$ cat config.mk
export PLATFORM = sky130hd
export DESIGN_NAME = iq_demod
export DESIGN_NICKNAME = d
export VERILOG_FILES = /design/src/rtl/iq_demod.sv
export SDC_FILE = /design/constraint.sdc
export NUM_CORES = 1
export LEC_CHECK = 0
export ABC_CLOCK_PERIOD_IN_PS = 12200
export BUFFER_PORTS_ARGS = -buffer_cell sky130_fd_sc_hd__buf_4
export CAP_MARGIN = 20
export CORE_UTILIZATION = 38
export CTS_CLUSTER_SIZE = 30
export DETAILED_ROUTE_END_ITERATION = 10
export HOLD_SLACK_MARGIN = 0.05
export MAX_ROUTING_LAYER = met4
export PLACE_DENSITY = 0.63
export SKIP_LAST_GASP = 1
export SLEW_MARGIN = 5
export SYNTH_ARGS = -nofsm -noshare
export SYNTH_HDL_FRONTEND = slang
export SYNTH_SLANG_ARGS = --single-unit
$ cat constraint.sdc
create_clock -name clk -period 12.2 [get_ports clk]
set_input_delay 1.22 -clock clk [delete_from_list [all_inputs] [get_ports clk]]
set_output_delay 1.22 -clock clk [all_outputs]
set_load 0.02 [all_outputs]
$ cat src/rtl/iq_demod.sv
// Quadrature accumulate-and-dump demodulator: mixes samples against the LO, integrates 2**LOG2_DECIM products.
// Define IQ_DEMOD_ROUND_EN for round-half-up scaling; default build truncates toward -inf.
module iq_demod #(
    parameter int WIDTH      = 8,
    parameter int LOG2_DECIM = 4
) (
    input  logic                        clk,
    input  logic                        rst,
    input  logic                        in_valid,
    input  logic signed [WIDTH-1:0]     in_data,
    input  logic signed [WIDTH-1:0]     cos,
    input  logic signed [WIDTH-1:0]     sin,
    output logic                        out_valid,
    input  logic                        out_ready,
    output logic signed [2*WIDTH-1:0]   out_i,
    output logic signed [2*WIDTH-1:0]   out_q,
    output logic                        overrun
);

    localparam int ACC_W = 2*WIDTH + LOG2_DECIM;
    localparam int OUT_W = 2*WIDTH;
    localparam int DECIM = 1 << LOG2_DECIM;
    localparam int CNT_W = (LOG2_DECIM > 0) ? LOG2_DECIM : 1;
    localparam logic [CNT_W-1:0] LAST = CNT_W'(DECIM - 1);
`ifdef IQ_DEMOD_ROUND_EN
    localparam logic signed [ACC_W-1:0] RND = ACC_W'(DECIM / 2);
`else
    localparam logic signed [ACC_W-1:0] RND = '0;
`endif

    typedef enum logic {EMPTY, FULL} state_t;

    logic [CNT_W-1:0]          cnt;
    logic signed [OUT_W-1:0]   p_i, p_q;
    logic                      p_valid, p_last;
    logic signed [ACC_W-1:0]   acc_i, acc_q;
    logic signed [ACC_W-1:0]   d_i, d_q;
    logic                      dump, load, drop;
    state_t                    state, state_nx;

    // Stage 1: full-precision products and end-of-block marker.
    // NOTE: sequential state uses non-blocking assignments so every register samples pre-edge values.
    always_ff @(posedge clk) begin
        if (rst) begin
            cnt     <= '0;
            p_i     <= '0;
            p_q     <= '0;
            p_valid <= 1'b0;
            p_last  <= 1'b0;
        end else begin
            p_valid <= in_valid;
            p_last  <= in_valid && (cnt == LAST);
            if (in_valid) begin
                p_i <= OUT_W'(in_data) * OUT_W'(cos);
                p_q <= OUT_W'(in_data) * OUT_W'(sin);
                cnt <= (cnt == LAST) ? '0 : cnt + CNT_W'(1);
            end
        end
    end

    // Stage 2: the dump value includes the final product without waiting for it to land in acc.
    assign d_i  = acc_i + ACC_W'(p_i);
    assign d_q  = acc_q + ACC_W'(p_q);
    assign dump = p_valid && p_last;

    always_ff @(posedge clk) begin
        if (rst) begin
            acc_i <= '0;
            acc_q <= '0;
        end else if (p_valid) begin
            acc_i <= p_last ? '0 : d_i;
            acc_q <= p_last ? '0 : d_q;
        end
    end

    // Output holding register FSM.
    always_ff @(posedge clk) begin
        if (rst) state <= EMPTY;
        else     state <= state_nx;
    end

    always_comb begin
        state_nx = state;
        case (state)
            EMPTY: if (dump) state_nx = FULL;
            FULL:  if (out_ready && !dump) state_nx = EMPTY;
            default: state_nx = EMPTY;
        endcase
    end

    // NOTE: every output of this block gets a default first, so no latch is inferred.
    always_comb begin
        load      = 1'b0;
        drop      = 1'b0;
        out_valid = (state == FULL);
        if (dump) begin
            if (state == EMPTY || out_ready) load = 1'b1;
            else                             drop = 1'b1;
        end
    end

    always_ff @(posedge clk) begin
        if (rst) begin
            out_i   <= '0;
            out_q   <= '0;
            overrun <= 1'b0;
        end else begin
            if (load) begin
                out_i <= OUT_W'((d_i + RND) >>> LOG2_DECIM);
                out_q <= OUT_W'((d_q + RND) >>> LOG2_DECIM);
            end
            if (drop) overrun <= 1'b1;
        end
    end

endmodule
## Yosys cells after proc, flatten, opt, wreduce, memory -nomap -nowiden

Index checks and enable logic that the tools add are counted.

| word-level totals | value |
|---|---|
| register bits after elaboration | 112 |
| bits of input ports | 28 |
| output and inout bits | 34 |
| logic and storage cells | 33 |

| cells by class | value |
|---|---|
| add/subtract/negate cells | 3 |
| multiply operators | 2 |
| equality and inequality tests | 1 |
| muxes and demuxes | 10 |
| bitwise operators | 1 |
| reductions and logical operators | 5 |

Operators with widths:

| operator | number |
|---|---|
| $add A20 B16 Y20 | 2 |
| $mux W20 | 2 |
| $mul A8 B8 Y16 | 2 |
| $mux W1 | 6 |
| $add A4 B1 Y4 const B | 1 |
| $eq A4 B4 Y1 const B | 1 |
| $mux W4 | 1 |
| $logic_and A1 B1 Y1 | 3 |
| $pmux W1 S2 | 1 |
| $logic_not A1 Y1 | 1 |
| $logic_or A1 B1 Y1 | 1 |
| $not A1 Y1 | 1 |

## Longest topological paths before layout

Gate-level depths: netlist of the first run.

| depth | value |
|---|---|
| depth after elaboration | 5 |
| gate-level depth with buffers | 18 |
| depth with buffers taken out | 17 |

## Worst setup path after synthesis of the first run

OpenSTA, ideal clock, no wires.

| timing | value |
|---|---|
| kind | input to register |
| start point | input port in_data[7] |
| end point | register p_q[15] |
| setup time | 86 ps |
| arrival | 5134 ps |
| required time | 12114 ps |
| slack | 6981 ps |
| cell stages on the path | 18 |
| buffers on the path | 1 |
| cell sequence | clkbuf_1 and2_1 fa_1 inv_1 fa_1 inv_1 fa_1 inv_1 fa_1 inv_1 ha_1 o21a_1 a21oi_1 o21ai_0 a211oi_1 a21oi_1 xnor2_1 a211oi_1 |

| on the way | value |
|---|---|
| longest elaborated chain between the ends | 1 |

Ends and longest elaborated chain:

| what | line | text |
|---|---|---|
| from (decl) | 10 | `input logic signed [WIDTH-1:0] in_data,` |
| $mul A8 B8 Y16 | 55 | `p_q <= OUT_W'(in_data) * OUT_W'(sin);` |
| to (signal assigned) | 55 |  |
| to (decl) | 34 | `logic signed [OUT_W-1:0] p_i, p_q;` |

No other way between the ends.
A chain may end at the register's enable or synchronous reset.

## Worst setup path after layout of the first run

| timing | value |
|---|---|
| start point | input port in_data[6] |
| end point | register p_q[15] |

The elaborated chain is that of the path after synthesis.

==> results.sh, run 1 <==
export IMPL_firstDrtPassIters=5
export IMPL_layout_common_cells="inv_1 (169), nand2_1 (132), fa_1 (112), dfxtp_1 (112), ha_1 (97)"
export IMPL_vdd_drop_max_mv=0.07730
export IMPL_gp_congestion=0.8812
export IMPL_insertion_delay_ps=360
export IMPL_rows=61
export IMPL_fmaxAchievable_mhz=194.6
export IMPL_setup_viol=0
export IMPL_dp_hpwl_um=18890
export IMPL_power_w=0.001852
export IMPL_die_x_um=170.8
export IMPL_diodes=0
export IMPL_finalHoldViolCount=0
export IMPL_fin_worst_skew_ps=12.70
export IMPL_synth_area_leaders="dfxtp_1 (21%), fa_1 (21%), ha_1 (11%)"
export IMPL_crit_family="adder cells"
export IMPL_fin_nets=1533
export IMPL_drive_gt1_share_pct=7.302
export IMPL_postCtsSetupBuffers=0
export IMPL_synth_flop_cell="dfxtp_1"
export IMPL_netlist_instances=1265
export IMPL_use_met3_pct=2.452
export IMPL_cts_sinks=112
export IMPL_grt_pass1_wl_um=41280
export IMPL_drtAntennaViolNets=0
export IMPL_cts_tree="yes"
export IMPL_final_min_clock_period_ps=5140
export IMPL_hold_class="flop to flop"
export IMPL_fin_util_pct=42.52
export IMPL_synth_seq_cells=112
export IMPL_synthArstFlopShare_pct=0
export IMPL_wl_um=24160
export IMPL_maxSlewHeadroom_pct=29.28
export IMPL_synth_top_area_cell="dfxtp_1"
export IMPL_period_share_pct=42.13
export IMPL_syn_nets=1502
export IMPL_hold_buffers=0
export IMPL_syn_cell_area_um2=10830
export IMPL_core_area_um2=27930
export IMPL_required_ps=12480
export IMPL_area_growth_syn_to_layout_pct=9.707
export IMPL_rsz0062_at_grt="false"
export IMPL_critPathArrivalTime_ps=5420
export IMPL_cp_slowest_stage_delay_ps=530
export IMPL_cts_max_path_buffers=2
export IMPL_numCtsBuffers=9
export IMPL_timing_final_max_slew_violations=0
export IMPL_crit_slowest_cell="fa_1"
export IMPL_maxCapViolCount=0
export IMPL_grt_max_degree=65
export IMPL_die_h_um=170.8
export IMPL_htreeDepth=3
export IMPL_fin_setup_tns_ps=0
export IMPL_grt_pass1_vias=8663
export IMPL_die_area_um2=29170
export IMPL_n_fill_cell=2833
export IMPL_synth_avg_cell_area_um2=8.560
export IMPL_synth_top_area_share_pct=20.71
export IMPL_portBuffers=61
export IMPL_path_buf_inv=5
export IMPL_dr_total_vias=8552
export IMPL_worst_pin_slew_ps=1057
export IMPL_grt_ovfl_total=0
export IMPL_grt_busiest_layer="met2"
export IMPL_drc_errors=0
export IMPL_critPathLaunchType="primary input"
export IMPL_crit_fanout=16
export IMPL_wl_per_cell_um=14.39
export IMPL_power_leakage_nw=5.410
export IMPL_yosysWarnings=0
export IMPL_via_per_inst=5.094
export IMPL_grtUsageTotal_pct=18.22
export IMPL_antenna_found_initial=0
export IMPL_initial_utilization_pct=38.76
export IMPL_crit_chain="buf_4, and2_1, fa_1, inv_1, fa_1, inv_1, fa_1, inv_1, fa_1, inv_1, ha_1, o21a_1, a21oi_1, o21ai_0, a211oi_1, a21oi_1, xnor2_1, a211oi_1"
export IMPL_post_cts_resized=0
export IMPL_cts_root_buf="clkbuf_16"
export IMPL_drtIter0Drc=418
export IMPL_final_common_cell="inv_1"
export IMPL_endpoint_kind="flop"
export IMPL_grtUsageMet1_pct=21.07
export IMPL_synth_edff_count=0
export IMPL_path_clk_slew_ps=80
export IMPL_io_pins=62
export IMPL_p_per_area_nw_per_um2=155.9
export IMPL_outcome="finished, final reports clean"
export IMPL_yosysUniqueCellTypes=63
export IMPL_yosysSeqAreaShare_pct=20.71
export IMPL_regToRegSetupSlack_ps=8960
export IMPL_critical_path_class="primary input to flop"
export IMPL_grt_met2_usage_pct=32.90
-- power breakdown --
part / switching (W) / internal (W) / total (W) / leakage (nW)
combinational: 0.000619 / 0.000493 / 0.00111 / 4.36
clock: 0.000141 / 0.000151 / 0.000293 / 0.140
sequential: 0.0000384 / 0.000410 / 0.000448 / 0.911
-- metal layers --
layer  vias up  wire [um]
li1       4250          -
met1      4157      10470
met2       107      12580
met3        38        559
met4         0        546
met5         -          0
-- layout make-up --
| cell class | instances | area (um2) | share of cell area (%) |
|---|---|---|---|
| Multi-Input combinational cell | 939 | 7749 | 65.23 |
| Clock inverter | 5 | 40.04 | 0.3371 |
| Tap cell | 378 | 473.0 | 3.981 |
| Inverter | 169 | 634.4 | 5.340 |
| Sequential cell | 112 | 2242 | 18.88 |
| Timing Repair Buffer | 65 | 488.0 | 4.108 |
| Clock buffer | 11 | 252.7 | 2.128 |
-- sequential cells by signal, summed over array words and instances (netlist names) --
signal / cells
p_q: 16
out_q: 16
out_i: 16
p_valid: 1
acc_q: 20
out_valid: 1
p_last: 1
acc_i: 20
p_i: 16
cnt: 4
overrun: 1
-- worst register-to-register path, stage by stage, from the launching register on --
cell and delay (ps):
dfxtp_1 580, inv_1 490, nor2_1 950, nand2_1 680, nor3_1 320, mux2i_1 90, nand2_1 60
-- cells in the mapped netlist, drive strengths merged (2+ instances only) --
library cell  instances
inv                 169
nand2               132
dfxtp               112
fa                  112
ha                   97
nor2                 89
and2                 76
a21oi                75
o21ai                56
xnor2                43
clkbuf               32
nand3                22
nor3                 22
a211oi               21
mux2i                21
a21o                 17
o21a                 15
a22oi                14
nor2b                14
a31oi                13
buf                  13
xor2                 12
a22o                 10
nand2b                7
a21boi                6
nand3b                6
or3                   6
nor4                  5
nor4b                 5
o31ai                 5
and4                  4
o21bai                4
a211o                 3
and3                  3
nand4                 3
o211ai                3
o311ai                3
a311o                 2
nand4b                2
-- logic make-up after synthesis --
family | Yosys count | share of synthesized area (%)
multiplexers | 22 | 2.045
buffers and inverters | 214 | 7.754
AND/OR/NAND/NOR | 397 | 17.75
flip-flops | 112 | 20.71
XOR/XNOR | 55 | 4.449
AO/OA/AOI/OAI | 256 | 15.38
adder cells (fa/ha/maj) | 209 | 31.92
-- worst paths after layout --
kind | startpoint | end | cells past startpoint
worst max-delay path | in_data[6] | p_q[15] | 18
worst min register to register | out_q[3] | out_q[3] | 2
worst max register to register | p_valid | acc_q[19] | 6
worst min-delay path | out_q[3] | out_q[3] | 2
-- stage by stage --
step                cells  area (um2)  setup WS, ps  hold slack, ps
floorplan            1265       10830          6981           429.1
global placement     1663       11590          6768           440.1
detailed placement   1663       11590          6685           449.6
CTS                  1679       11880          7059           459.8
global route         1679       11880          6744           471.9
finish               1679       11880          7060           457.0
No activity file was read; power rests on OpenSTA's default activity.
==> inputs of run 2 (changes only) <==
--- a/config.mk
+++ b/config.mk
@@ -5,7 +5,8 @@
 export SDC_FILE = /design/constraint.sdc
 export NUM_CORES = 1
 export LEC_CHECK = 0
-export ABC_CLOCK_PERIOD_IN_PS = 12200
+export ABC_AREA = 1
+export ABC_CLOCK_PERIOD_IN_PS = 5120
 export BUFFER_PORTS_ARGS = -buffer_cell sky130_fd_sc_hd__buf_4
 export CAP_MARGIN = 20
 export CORE_UTILIZATION = 38
==> constraint.sdc (replaced) <==
create_clock -name clk -period 5.12 [get_ports clk]
set_input_delay 0.512 -clock clk [delete_from_list [all_inputs] [get_ports clk]]
set_output_delay 0.512 -clock clk [all_outputs]
set_load 0.02 [all_outputs]
==> run 2 against run 1 <==
The run now ends with DRC left. Power rose to 2.6 times the previous value. Synthesized cell count is 41% higher. Sequential power is 140% higher. Highest routed layer unchanged. Largest power group unchanged.
==> results.sh, run 2 <==
export IMPL_outcome="finished with violations"
export IMPL_violations="DRC"
export IMPL_cts_sinks=112
export IMPL_synth_avg_cell_area_um2=6.713
export IMPL_wl_met1_um=12340
export IMPL_critPathArrivalTime_ps=4400
export IMPL_diodes=0
export IMPL_initial_utilization_pct=38.86
export IMPL_timing_final_max_slew_violations=0
export IMPL_die_area_um2=32160
export IMPL_yosysSeqAreaShare_pct=18.76
export IMPL_synth_top_area_cell="dfxtp_1"
export IMPL_synth_area_leaders="dfxtp_1 (19%), fa_1 (19%), nand2_1 (15%)"
export IMPL_fin_setup_tns_ps=0
export IMPL_yosysUniqueCellTypes=34
export IMPL_syn_nets=2017
export IMPL_final_min_clock_period_ps=4133
export IMPL_io_pins=62
export IMPL_gp_congestion=0.9097
export IMPL_wl_um=27390
export IMPL_area_growth_syn_to_layout_pct=8.806
export IMPL_synthArstFlopShare_pct=0
export IMPL_highest_layer="met4"
export IMPL_maxCapViolCount=0
export IMPL_fin_ws_ps=987.3
export IMPL_via_per_inst=4.718
export IMPL_die_h_um=179.3
export IMPL_grt_max_degree=71
export IMPL_rsz0062_at_grt="false"
export IMPL_wl_per_cell_um=12.46
export IMPL_pre_cts_ws_ps=611.2
export IMPL_dr_total_vias=10370
export IMPL_vdd_drop_max_mv=0.1607
export IMPL_period_share_pct=80.72
export IMPL_post_cts_resized=0
export IMPL_wl_met2_um=14020
export IMPL_required_ps=5380
export IMPL_antenna_found_initial=0
export IMPL_synth_top_area_share_pct=18.76
export IMPL_postCtsSetupBuffers=0
export IMPL_core_area_um2=30750
export IMPL_grt_pass1_wl_um=47600
export IMPL_top_regs="acc_i: 20 flops, acc_q: 20 flops"
export IMPL_synth_flop_cell="dfxtp_1"
export IMPL_fin_util_pct=42.28
export IMPL_cts_tree="yes"
export IMPL_syn_cell_area_um2=11950
export IMPL_netlist_instances=1780
export IMPL_drc_errors=2
export IMPL_hold_class="primary input to flop"
export IMPL_dpl_cell_area_um2=12690
export IMPL_crit_fanout=16
export IMPL_ys_top_cells_by_count="nand2_1 (487), inv_1 (400), nor2_1 (145)"
export IMPL_endpoint_kind="flop"
export IMPL_maxSlewHeadroom_pct=43.84
export IMPL_finalHoldViolCount=0
export IMPL_worst_pin_slew_ps=841.1
export IMPL_power_leakage_nw=7.388
export IMPL_wl_met3_um=587
export IMPL_drive_gt1_share_pct=6.770
export IMPL_yosysWarnings=0
export IMPL_design_area_um2=13000
export IMPL_synth_seq_cells=112
export IMPL_setup_viol=0
export IMPL_cts_root_buf="clkbuf_16"
export IMPL_htreeDepth=3
export IMPL_final_common_cell="nand2_1"
export IMPL_insertion_delay_ps=360
export IMPL_p_per_area_nw_per_um2=364.7
export IMPL_drtIter0Drc=531
export IMPL_grt_ovfl_total=0
export IMPL_die_x_um=179.3
export IMPL_fin_nets=2034
export IMPL_yosysMostFrequentCell="nand2_1"
export IMPL_firstDrtPassIters=8
export IMPL_dp_hpwl_um=22190
export IMPL_critPathLaunchType="primary input"
export IMPL_hold_buffers=0
export IMPL_fin_hold_ws_ps=424.6
export IMPL_rows=64
export IMPL_cts_max_path_buffers=2
export IMPL_synth_edff_count=0
export IMPL_drtAntennaViolNets=0
export IMPL_fmaxAchievable_mhz=242.0
export IMPL_critical_path_class="primary input to flop"
export IMPL_fin_worst_skew_ps=6.316
export IMPL_grt_pass1_vias=10390
export IMPL_layout_common_cells="nand2_1 (487), inv_1 (400), nor2_1 (144)"
export IMPL_portBuffers=61
export IMPL_numCtsBuffers=9
export IMPL_path_clk_slew_ps=70
export IMPL_grtUsageTotal_pct=18.91
-- run 2: changes by cell type after synthesis, sizes merged, moves of 17 or more --
| cell | previous run | this run |
|---|---|---|
| xnor2 | 43 | 11 |
| and2 | 76 | 2 |
| nor2 | 89 | 151 |
| nor3 | 22 | 5 |
| inv | 169 | 407 |
| a211oi | 21 | 0 |
| mux2i | 21 | 0 |
| nand2 | 132 | 498 |
| a21oi | 75 | 97 |
| nand3 | 22 | 93 |
-- run 2: cell families (layout without fill, tap and decap cells) --
group                      after synthesis  count (layout)  share of synthesized area [%]
and+or+nand+nor                        784             784                          27.28
AOI/OAI and AO/OA                      185             185                          8.440
xor gates and xnor gates                25              25                          1.832
adders and majority gates              209             209                          28.92
buffers and inverters                  465             487                          14.76
DFF                                    112             112                          18.76
-- run 2: area by class of cell --
cell class	count	area, um2
Inverter	407	1528
Timing Repair Buffer	64	500.5
Clock buffer	13	270.3
Multi-Input combinational cell	1203	7950
Tap cell	396	495.5
Clock inverter	3	15.01
Fill cell	3292	17750
Sequential cell	112	2242
-- run 2: final timing paths --
| path | end | depth (start not counted) | slack [ps] | from |
|---|---|---|---|---|
| worst min register to register | acc_i[14] | 2 | 470 | acc_i[14] |
| worst max register to register | acc_i[4] | 6 | 2740 | p_valid |
| worst max-delay path | p_i[15] | 19 | 990 | in_data[7] |
| worst min-delay path | out_valid | 4 | 420 | out_ready |
-- run 2: metal layers --
metal,vias up,global-route usage (%)
li1,5398,-
met5,-,-
met3,25,2.269
met4,0,4.237
met2,84,34.26
met1,4863,22.16
-- run 2: per-stage QoR --
step / total power [W] / instances
after global routing: 0.005351 / 2198
after detailed placement: 0.004117 / 2181
after global placement: 0.004086 / 2181
after CTS: 0.004821 / 2197
final: 0.004741 / 2198
after floorplan: 0.003415 / 1780
-- run 2: worst max-delay path: stages --
cell and delay (ps):
buf_4 170, nand2_1 160, inv_1 80, fa_1 590, inv_1 140, fa_1 530
fa_1 440, fa_1 550, inv_1 40, ha_1 330, inv_1 90, o21ai_0 260
a21oi_1 110, nand3_1 120, inv_1 50, nand2_1 50, nand3_1 60, nand2_1 70
inv_1 30
-- run 2: where the power goes --
part	leakage (nW)	switching, W	internal [W]	total [W]
combinational	6.33	0.00186	0.00112	0.00298
sequential	0.914	0.0000967	0.000985	0.00108
clock	0.145	0.000314	0.000368	0.000682
